$ cat src/rtl/sdram_arb_pkg.sv
`default_nettype none
// ============================================================================
// Module      : sdram_arb_pkg
// Description : Shared types and constants for the SDRAM port arbiter.
// Revision    : 1.0 - initial release
// ============================================================================
package sdram_arb_pkg;

    localparam int ADDR_W = 23;
    localparam int DATA_W = 16;
    localparam int DS_W   = 2;

    localparam logic [DATA_W-1:0] TIMEOUT_DATA = 16'hFFFF;

    typedef enum logic [1:0] {
        ST_IDLE = 2'd0,
        ST_WAIT = 2'd1,
        ST_DONE = 2'd2
    } state_t;

    // Round-robin successor over requesters 1..nreq-1 (requester 0 is never in the ring).
    function automatic logic [1:0] rr_next(input logic [1:0] winner, input int nreq);
        logic [1:0] last;
        last = 2'(nreq - 1);
        return (winner == last) ? 2'd1 : winner + 2'd1;
    endfunction

endpackage
`default_nettype wire

$ cat src/rtl/rr_pick.sv
`default_nettype none
// ============================================================================
// Module      : rr_pick
// Description : Combinational round-robin search over requesters 1..NREQ-1,
//               starting at the pointer and wrapping back to 1.
// Revision    : 1.0 - initial release
// ============================================================================
module rr_pick #(
    parameter int NREQ = 3
) (
    input  logic [3:0] i_valid,
    input  logic [1:0] i_ptr,
    output logic       o_found,
    output logic [1:0] o_winner
);

    localparam logic [2:0] LAST = 3'(NREQ - 1);

    logic [2:0] w_idx;
    logic       w_found;
    logic [1:0] w_winner;

    always_comb begin
        w_found  = 1'b0;
        w_winner = 2'd0;
        w_idx    = 3'd0;
        for (int k = 0; k < NREQ - 1; k++) begin
            w_idx = {1'b0, i_ptr} + 3'(k);
            if (w_idx > LAST) begin
                w_idx = w_idx - LAST;
            end
            if (!w_found && i_valid[w_idx[1:0]]) begin
                w_found  = 1'b1;
                w_winner = w_idx[1:0];
            end
        end
    end

    assign o_found  = w_found;
    assign o_winner = w_winner;

endmodule
`default_nettype wire

$ cat src/rtl/sdram_port_arbiter.sv
`default_nettype none
// ============================================================================
// Module      : sdram_port_arbiter
// Description : Multi-requester arbiter in front of a toggle-handshake SDRAM
//               port; requester 0 has fixed priority, the rest round-robin.
// Revision    : 1.0 - initial release
// ============================================================================
module sdram_port_arbiter
    import sdram_arb_pkg::*;
#(
    parameter int NREQ    = 3,
    parameter int TIMEOUT = 255
) (
    input  logic                   clk,
    input  logic                   reset,
    input  logic [NREQ-1:0]        req_valid,
    input  logic [NREQ-1:0]        req_we,
    input  logic [NREQ*ADDR_W-1:0] req_a,
    input  logic [NREQ*DS_W-1:0]   req_ds,
    input  logic [NREQ*DATA_W-1:0] req_d,
    output logic [NREQ-1:0]        req_done,
    output logic [DATA_W-1:0]      rdata,
    output logic                   sd_req,
    input  logic                   sd_ack,
    output logic                   sd_we,
    output logic [ADDR_W-1:0]      sd_a,
    output logic [DS_W-1:0]        sd_ds,
    output logic [DATA_W-1:0]      sd_d,
    input  logic [DATA_W-1:0]      sd_q,
    output logic                   busy,
    output logic [1:0]             grant_id,
    output logic                   err
);

    localparam logic [7:0] TIMEOUT_CNT = 8'(TIMEOUT);

    // Requester fields padded out to four slots so a 2-bit id always indexes in range.
    logic [3:0]        w_valid4;
    logic [3:0]        w_we4;
    logic [ADDR_W-1:0] w_a_arr  [4];
    logic [DS_W-1:0]   w_ds_arr [4];
    logic [DATA_W-1:0] w_d_arr  [4];

    for (genvar i = 0; i < 4; i++) begin : g_unpack
        if (i < NREQ) begin : g_used
            assign w_valid4[i] = req_valid[i];
            assign w_we4[i]    = req_we[i];
            assign w_a_arr[i]  = req_a[i*ADDR_W +: ADDR_W];
            assign w_ds_arr[i] = req_ds[i*DS_W +: DS_W];
            assign w_d_arr[i]  = req_d[i*DATA_W +: DATA_W];
        end else begin : g_unused
            assign w_valid4[i] = 1'b0;
            assign w_we4[i]    = 1'b0;
            assign w_a_arr[i]  = '0;
            assign w_ds_arr[i] = '0;
            assign w_d_arr[i]  = '0;
        end
    end

    state_t            state_q,    state_d;
    logic              sd_req_q,   sd_req_d;
    logic              sd_we_q,    sd_we_d;
    logic [ADDR_W-1:0] sd_a_q,     sd_a_d;
    logic [DS_W-1:0]   sd_ds_q,    sd_ds_d;
    logic [DATA_W-1:0] sd_d_q,     sd_d_d;
    logic [1:0]        grant_id_q, grant_id_d;
    logic [1:0]        ptr_q,      ptr_d;
    logic [7:0]        cnt_q,      cnt_d;
    logic              err_q,      err_d;
    logic [DATA_W-1:0] rdata_q,    rdata_d;
    logic [NREQ-1:0]   req_done_q, req_done_d;

    logic       w_rr_found;
    logic [1:0] w_rr_winner;
    logic [1:0] w_winner;
    logic       w_any_valid;
    logic [3:0] w_done4;
    logic [7:0] w_cnt_inc;

    rr_pick #(
        .NREQ (NREQ)
    ) u_rr_pick (
        .i_valid  (w_valid4),
        .i_ptr    (ptr_q),
        .o_found  (w_rr_found),
        .o_winner (w_rr_winner)
    );

    assign w_winner    = w_valid4[0] ? 2'd0 : w_rr_winner;
    assign w_any_valid = w_valid4[0] | w_rr_found;
    assign w_done4     = 4'b0001 << grant_id_q;
    assign w_cnt_inc   = cnt_q + 8'd1;

    always_comb begin
        state_d    = state_q;
        sd_req_d   = sd_req_q;
        sd_we_d    = sd_we_q;
        sd_a_d     = sd_a_q;
        sd_ds_d    = sd_ds_q;
        sd_d_d     = sd_d_q;
        grant_id_d = grant_id_q;
        ptr_d      = ptr_q;
        cnt_d      = cnt_q;
        err_d      = err_q;
        rdata_d    = rdata_q;
        req_done_d = '0;

        case (state_q)
            ST_IDLE: begin
                // A timeout pulse lands in IDLE while the aborted requester still
                // holds valid; granting it here would replay the aborted access.
                if (w_any_valid && (req_done_q == '0)) begin
                    grant_id_d = w_winner;
                    sd_we_d    = w_we4[w_winner];
                    sd_a_d     = w_a_arr[w_winner];
                    sd_ds_d    = w_ds_arr[w_winner];
                    sd_d_d     = w_d_arr[w_winner];
                    sd_req_d   = ~sd_req_q;
                    cnt_d      = 8'd0;
                    state_d    = ST_WAIT;
                    if (w_winner != 2'd0) begin
                        ptr_d = rr_next(w_winner, NREQ);
                    end
                end
            end
            ST_WAIT: begin
                if (sd_ack == sd_req_q) begin
                    if (!sd_we_q) begin
                        rdata_d = sd_q;
                    end
                    req_done_d = w_done4[NREQ-1:0];
                    state_d    = ST_DONE;
                end else begin
                    cnt_d = w_cnt_inc;
                    if (w_cnt_inc == TIMEOUT_CNT) begin
                        err_d      = 1'b1;
                        sd_req_d   = sd_ack;
                        rdata_d    = TIMEOUT_DATA;
                        req_done_d = w_done4[NREQ-1:0];
                        state_d    = ST_IDLE;
                    end
                end
            end
            ST_DONE: begin
                state_d = ST_IDLE;
            end
            default: begin
                state_d = ST_IDLE;
            end
        endcase
    end

    always_ff @(posedge clk) begin
        if (reset) begin
            state_q    <= ST_IDLE;
            sd_req_q   <= sd_ack;
            sd_we_q    <= 1'b0;
            sd_a_q     <= '0;
            sd_ds_q    <= '0;
            sd_d_q     <= '0;
            grant_id_q <= 2'd0;
            ptr_q      <= 2'd1;
            cnt_q      <= 8'd0;
            err_q      <= 1'b0;
            rdata_q    <= '0;
            req_done_q <= '0;
        end else begin
            state_q    <= state_d;
            sd_req_q   <= sd_req_d;
            sd_we_q    <= sd_we_d;
            sd_a_q     <= sd_a_d;
            sd_ds_q    <= sd_ds_d;
            sd_d_q     <= sd_d_d;
            grant_id_q <= grant_id_d;
            ptr_q      <= ptr_d;
            cnt_q      <= cnt_d;
            err_q      <= err_d;
            rdata_q    <= rdata_d;
            req_done_q <= req_done_d;
        end
    end

    assign req_done = req_done_q;
    assign rdata    = rdata_q;
    assign sd_req   = sd_req_q;
    assign sd_we    = sd_we_q;
    assign sd_a     = sd_a_q;
    assign sd_ds    = sd_ds_q;
    assign sd_d     = sd_d_q;
    assign busy     = (state_q != ST_IDLE);
    assign grant_id = grant_id_q;
    assign err      = err_q;

endmodule
`default_nettype wire
$ cat config.mk
export PLATFORM = sky130hd
export DESIGN_NAME = sdram_port_arbiter
export DESIGN_NICKNAME = d
export VERILOG_FILES = /design/src/rtl/sdram_arb_pkg.sv /design/src/rtl/rr_pick.sv /design/src/rtl/sdram_port_arbiter.sv
export SDC_FILE = /design/constraint.sdc
export NUM_CORES = 1
export LEC_CHECK = 0
export CORE_MARGIN = 2
export CORE_UTILIZATION = 38
export DETAILED_ROUTE_END_ITERATION = 7
export HOLD_SLACK_MARGIN = 0.05
export PLACE_DENSITY = 0.85
export SYNTH_ARGS = -nofsm -noshare
export SYNTH_HDL_FRONTEND = slang
export SYNTH_SLANG_ARGS = --single-unit
$ cat constraint.sdc
create_clock -name clk -period 5.35 [get_ports clk]
set_input_delay 1.07 -clock clk [delete_from_list [all_inputs] [get_ports clk]]
set_output_delay 1.07 -clock clk [all_outputs]
set_load 0.005 [all_outputs]
=== After elaboration in Yosys (flattened, before gate mapping) ===
Index checks and enable logic that the tools add are counted.

* Bitwise logic cells: 5
* Reductions and logical operators: 18
* Order comparisons: 6
* Muxes and demuxes: 40
* Add/sub/neg operators: 5
* Equality and inequality tests: 11
* Shift operators: 1
* Divide/modulo/power cells: 0
* Multiply operators: 0

{| class="wikitable"
|+ Operators with widths
! kind !! count
|-
| $mux W16 || 5
|-
| $bmux W23 S2 || 1
|-
| $mux W23 || 2
|-
| $bmux W16 S2 || 1
|-
| $mux W2 || 11
|-
| $mux W8 || 2
|-
| $pmux W8 S2 || 1
|-
| $ne A3 B3 Y1 const B || 4
|-
| $reduce_and A3 Y1 || 4
|-
| $lt A2 B3 Y1 const B || 3
|-
| $mux W1 || 9
|-
| $add A8 B1 Y8 const B || 1
|-
| $eq A8 B8 Y1 const B || 1
|-
| $reduce_bool A2 Y1 || 4
|-
| $bmux W1 S2 || 3
|-
| $mux W3 || 2
|-
| $ne A2 B2 Y1 const B || 3
|-
| $bmux W2 S2 || 1
|-
| $pmux W2 S2 || 1
|-
| $reduce_and A2 Y1 || 2
|-
| $reduce_and A4 Y1 || 1
|-
| $sub A2 B2 Y2 const B || 2
|-
| $add A2 B1 Y3 const B || 1
|-
| $ge A3 B3 Y1 const B || 1
|-
| other kinds (17) || 20
|}

* Bits in read-only memories: 0
* Memory bits (writable): 0
* Memories: 0
* Bits in latches: 0
* Bits in registers: 77

=== Logic depth before layout (Yosys ltp) ===
* Depth in word-level cells: 13
* Depth in mapped cells: 8
* Gate-level depth less buffers: 6

=== Cells and area by module ===
From an unflattened synthesis, not the netlist that was laid out.

* Cells, all modules: 524
* Area, all modules: 4149.0 µm²

{| class="wikitable"
|+ By module, submodules not included
! module !! cells each !! area each (µm²) !! times used
|-
| sdram_port_arbiter || 517 || 4100.2 || 1
|-
| rr_pick || 7 || 48.8 || 1
|}

=== Worst setup path before layout ===
Ideal clock, no wire load.

* Path kind: in2reg
* From: input port req_valid[2]
* To: register sd_a_q[0] (netlist: sd_a[0])
* Arrival time: 2271 ps
* Stages on the path: 7
* Slack: 2963 ps
* Data required time: 5233 ps
* Path through: o21ai_0 a211o_1 clkbuf_1 buf_2 mux2i_1 a21oi_1 a22o_1

* Cells in the longest elaborated chain, start to end: 11
* Elaborated cells between the ends (all ways): 18
* Those cells by class: mux: 12; bitwise: 2; reduce/logical: 4

{| class="wikitable"
|+ RTL lines
! what !! RTL line !! text
|-
| start, declared || sdram_port_arbiter.sv:16 || <nowiki>input logic [NREQ-1:0] req_valid,</nowiki>
|-
| $bmux W1 S2 || rr_pick.sv:32 || <nowiki>if (!w_found && i_valid[w_idx[1:0]]) begin</nowiki>
|-
| $mux W1 (not written as such) || rr_pick.sv:32 ||
|-
| $mux W1 || rr_pick.sv:32 ||
|-
| $logic_not A1 Y1 || rr_pick.sv:32 ||
|-
| $logic_and A1 B1 Y1 || rr_pick.sv:32 ||
|-
| $mux W2 || rr_pick.sv:32 ||
|-
| $mux W2 || sdram_port_arbiter.sv:89 || <nowiki>assign w_winner = w_valid4[0] ? 2'd0 : w_rr_winner;</nowiki>
|-
| $not A2 Y3 (not written as such) || sdram_port_arbiter.sv:115 || <nowiki>sd_a_d = w_a_arr[w_winner];</nowiki>
|-
| $bmux W23 S2 || sdram_port_arbiter.sv:115 ||
|-
| $mux W23 (not written as such) (2 in a row) || sdram_port_arbiter.sv:115 ||
|-
| end signal, assigned || sdram_port_arbiter.sv:158 || <nowiki>sd_a_q <= '0;</nowiki>
|-
| end signal, assigned || sdram_port_arbiter.sv:171 || <nowiki>sd_a_q <= sd_a_d;</nowiki>
|-
| end, declared || sdram_port_arbiter.sv:63 || <nowiki>logic [ADDR_W-1:0] sd_a_q, sd_a_d;</nowiki>
|}

Parallel ways exist; a longest one is shown, timed or not. The select of a mux whose other input is x is not followed.
A chain may end at the register's enable or synchronous reset.

=== Worst setup path in the final report ===
* From: input port req_valid[2]
* To: register sd_d_q[4] (netlist: sd_d[4])

* Cells in the longest elaborated chain, start to end: 11
* Elaborated cells between the ends (all ways): 18
* Those cells by class: mux: 12; bitwise: 2; reduce/logical: 4

{| class="wikitable"
|+ RTL lines
! what !! RTL line !! text
|-
| $bmux W1 S2 || rr_pick.sv:32 ||
|-
| $mux W1 (not written as such) || rr_pick.sv:32 ||
|-
| $mux W1 || rr_pick.sv:32 ||
|-
| $logic_not A1 Y1 || rr_pick.sv:32 ||
|-
| $logic_and A1 B1 Y1 || rr_pick.sv:32 ||
|-
| $mux W2 || rr_pick.sv:32 ||
|-
| $mux W2 || sdram_port_arbiter.sv:89 ||
|-
| $not A2 Y3 (not written as such) || sdram_port_arbiter.sv:117 || <nowiki>sd_d_d = w_d_arr[w_winner];</nowiki>
|-
| $bmux W16 S2 || sdram_port_arbiter.sv:117 ||
|-
| $mux W16 (not written as such) (2 in a row) || sdram_port_arbiter.sv:117 ||
|-
| end signal, assigned || sdram_port_arbiter.sv:160 || <nowiki>sd_d_q <= '0;</nowiki>
|-
| end signal, assigned || sdram_port_arbiter.sv:173 || <nowiki>sd_d_q <= sd_d_d;</nowiki>
|-
| end, declared || sdram_port_arbiter.sv:65 || <nowiki>logic [DATA_W-1:0] sd_d_q, sd_d_d;</nowiki>
|}

Parallel ways exist; a longest one is shown, timed or not. The select of a mux whose other input is x is not followed.

==> flow_summary.yaml <==
grt:
  antenna_found_initial: 0
  grt_pass1_wl_um: 16800
  grt_max_degree: 86
  grt_pass1_vias: 3664
  grt_overflow: 0
  track_usage_pct: 20.3
clock_network:
  root_buffer: "clkbuf_8"
  clock_latency_ns: 0.34
  cts_setup_buffers: 0
  path_clk_slew_ns: 0.07
  holdBufCountCts: 0
  htreeDepth: 3
  cts_resized: 0
  ctsLongestPathBuffers: 2
  cts_tree: "built"
  clock_sinks: 77
  numCtsBuffers: 9
die:
  num_rows: 35
  core-area_um2: 9330
  die_w_um: 103
  die_y_um: 103
  initial_core_util_pct: 39.5
  ios: 214
  design.die.area_um2: 10500
setup_path:
  slowest_delay_ns: 0.70
  criticalPathCategory: "in -> reg"
  cp-end-kind: "register"
  crit_arrival_ns: 3.30
  crit_family: "compound AO/OA/AOI/OAI gates"
  cp-start-kind: "input port"
  critPathMaxFanout: 31
  path_buf_inv: 2
  required_ns: 5.58
  slowest_stage: "a211o_2"
  path_cells: "clkdlybuf4s50_1, o21ai_0, a211o_2, buf_4, mux2i_1, a21oi_1, a22o_1"
sta:
  rsz0062_at_grt: "false"
  period_minus_slack_ns: 3.07
  setup_tns_ns: 0
  holdWs_ns: 0.478
  post-route-period-util_pct: 57.3
  drv_slew: 0
  fmax_mhz: 326
  skew_ns: 0.0107
  relSlewSlack_pct: 31.8
  worst_pin_slew_ns: 1.02
  setup_viol: 0
  finalHoldViolations: 0
pwr:
  p_per_area_nw_per_um2: 289
  ir_drop_mv: 0.165
  p_leak_uw: 0.00253
drt:
  highest_layer: "met4"
  postRouteAntennaNets: 0
  drt-met1-wl_um: 4460
  avgRoutedWirePerCell_um: 15.0
  viasPerCell: 5.10
  drt-pass1-iter-count: 4
  met2_length_um: 5730
  routed_wl_um: 11200
  drt_iter0_drc: 120
  routed-wl-met3_um: 755
  vias: 3802
  drc: 0
yosys:
  synth_nets: 571
  ys_seq_area_share_pct: 42.1
  yosysUniqueCellTypes: 41
  synth.cell_area_um2: 3690
  avgSynthCellArea_um2: 8.76
  synth_seq_cells: 77
  synthArstFlopShare_pct: 0
  synthCells: 421
  yosysWarnings: 0
  synth-main-ff-cell: "dfxtp_1"
  synth_edf_count: 1
finish:
  multi_input_comb_area_um2: 1990
  fill_cells: 775
  instances_no_fill: 746
  nets: 764
  syn2layout_area_growth_pct: 64.6
  seq_area_um2: 1550
  finish.instance_area_um2: 6070
  antennaDiodeCount: 0
  final_layout_size_suffix_gt1_share_pct: 6.65
placement:
  hpwl_um: 8480
  place_area_um2: 5870
  io_buffers: 213
  gp_congestion: 0.783
  post-place-cells: 732
worst_hold_path:
  hp-class: "reg -> reg"
status:
  outcome: "finished, final reports clean"
run:
  maxCapViolations: 0
==> per-layer routing <==
| metal | global-route usage, % | vias to the layer above |
|---|---|---|
| met4 | 8.00 | 0 |
| met5 | 0 | - |
| met3 | 4.95 | 19 |
| met2 | 36.8 | 157 |
| li1 | - | 1890 |
| met1 | 22.9 | 1736 |
==> synth_stat cells (3+ instances only) <==
cell type	count	area [um^2]
nor2_1	95	357
nand3_1	3	15.0
dfxtp_1	76	1520
nand2_1	10	37.5
mux2i_1	42	420
nor2b_1	3	18.8
a311oi_1	5	43.8
o31a_2	15	150
buf_2	12	60.1
nor3_1	5	25.0
a21oi_1	52	260
or3_1	3	18.8
clkbuf_1	19	71.3
a22o_1	42	368
o21ai_0	6	30.0
==> logic make-up (layout without fill, tap and decap cells) <==
logic type / after synthesis / count (layout) / share of synthesized area, %
simple gates: 131 / 131 / 15.1
compound gates: 130 / 130 / 25.2
flops: 77 / 77 / 42.1
mux: 42 / 42 / 11.4
buf+inv: 36 / 232 / 4.75
xor+xnor: 3 / 3 / 0.713
fa+ha+maj: 2 / 2 / 0.679
==> final timing paths <==
kind         cells after the start  slack (ns)       to    startpoint
max                              7        2.28  sd_d[4]  req_valid[2]
min                              1        0.48  sd_a[9]       sd_a[9]
max reg2reg                      6        2.95  sd_d[4]      ptr_q[0]
min reg2reg                      1        0.48  sd_a[9]       sd_a[9]
==> metrics by stage <==
stage / setup slack, ns / power (uW) / util [%]
global route: 2.15 / 1840 / 65.1
detailed placement: 1.95 / 1300 / 62.9
floorplan: 2.96 / 962 / -
global placement: 2.07 / 1290 / 62.9
CTS: 2.32 / 1770 / 65.1
finish: 2.28 / 1750 / 65.1
==> power by group <==
group          total, uW  switching, uW  internal, uW  leakage (uW)
Clock                464            207           256      0.000101
Sequential           718           53.0           665      0.000634
Combinational        570            223           347       0.00179
==> worst reg2reg max path, stage by stage, from the launching register on <==
cell,delay [ns]
dfxtp_1,0.37
o21ai_0,0.23
a211o_2,0.70
buf_4,0.41
mux2i_1,0.25
a21oi_1,0.10
a22o_1,0.23
==> registers in the layout (all words and copies together), names as in the netlist <==
register  flops
sd_we         1
grant_id      2
sd_d         16
cnt_q         8
sd_req        1
err           1
req_done      3
ptr_q         2
state_q       2
sd_ds         2
rdata        16
sd_a         23
==> placed cells by master (no fill, tap or decap), types with 3 or more instances in the layout <==
master	instances
nand2_1	10
o21ai_0	6
or3_1	3
mux2i_1	42
nor3_1	5
dfxtp_1	76
a22o_1	42
a311oi_1	5
o31a_2	15
clkdlybuf4s50_1	213
nor2_1	94
a21oi_1	52
clkbuf_8	9
buf_4	4
nand3_1	3
==> cell type report <==
class | count | share of cell area, %
Timing Repair Buffer | 217 | 35.6
Sequential cell | 77 | 25.6
Inverter | 1 | 0.0619
Tap cell | 129 | 2.66
Clock buffer | 9 | 2.04
Clock inverter | 5 | 1.28
Multi-Input combinational cell | 308 | 32.8
(Power assumes the default switching activity.)
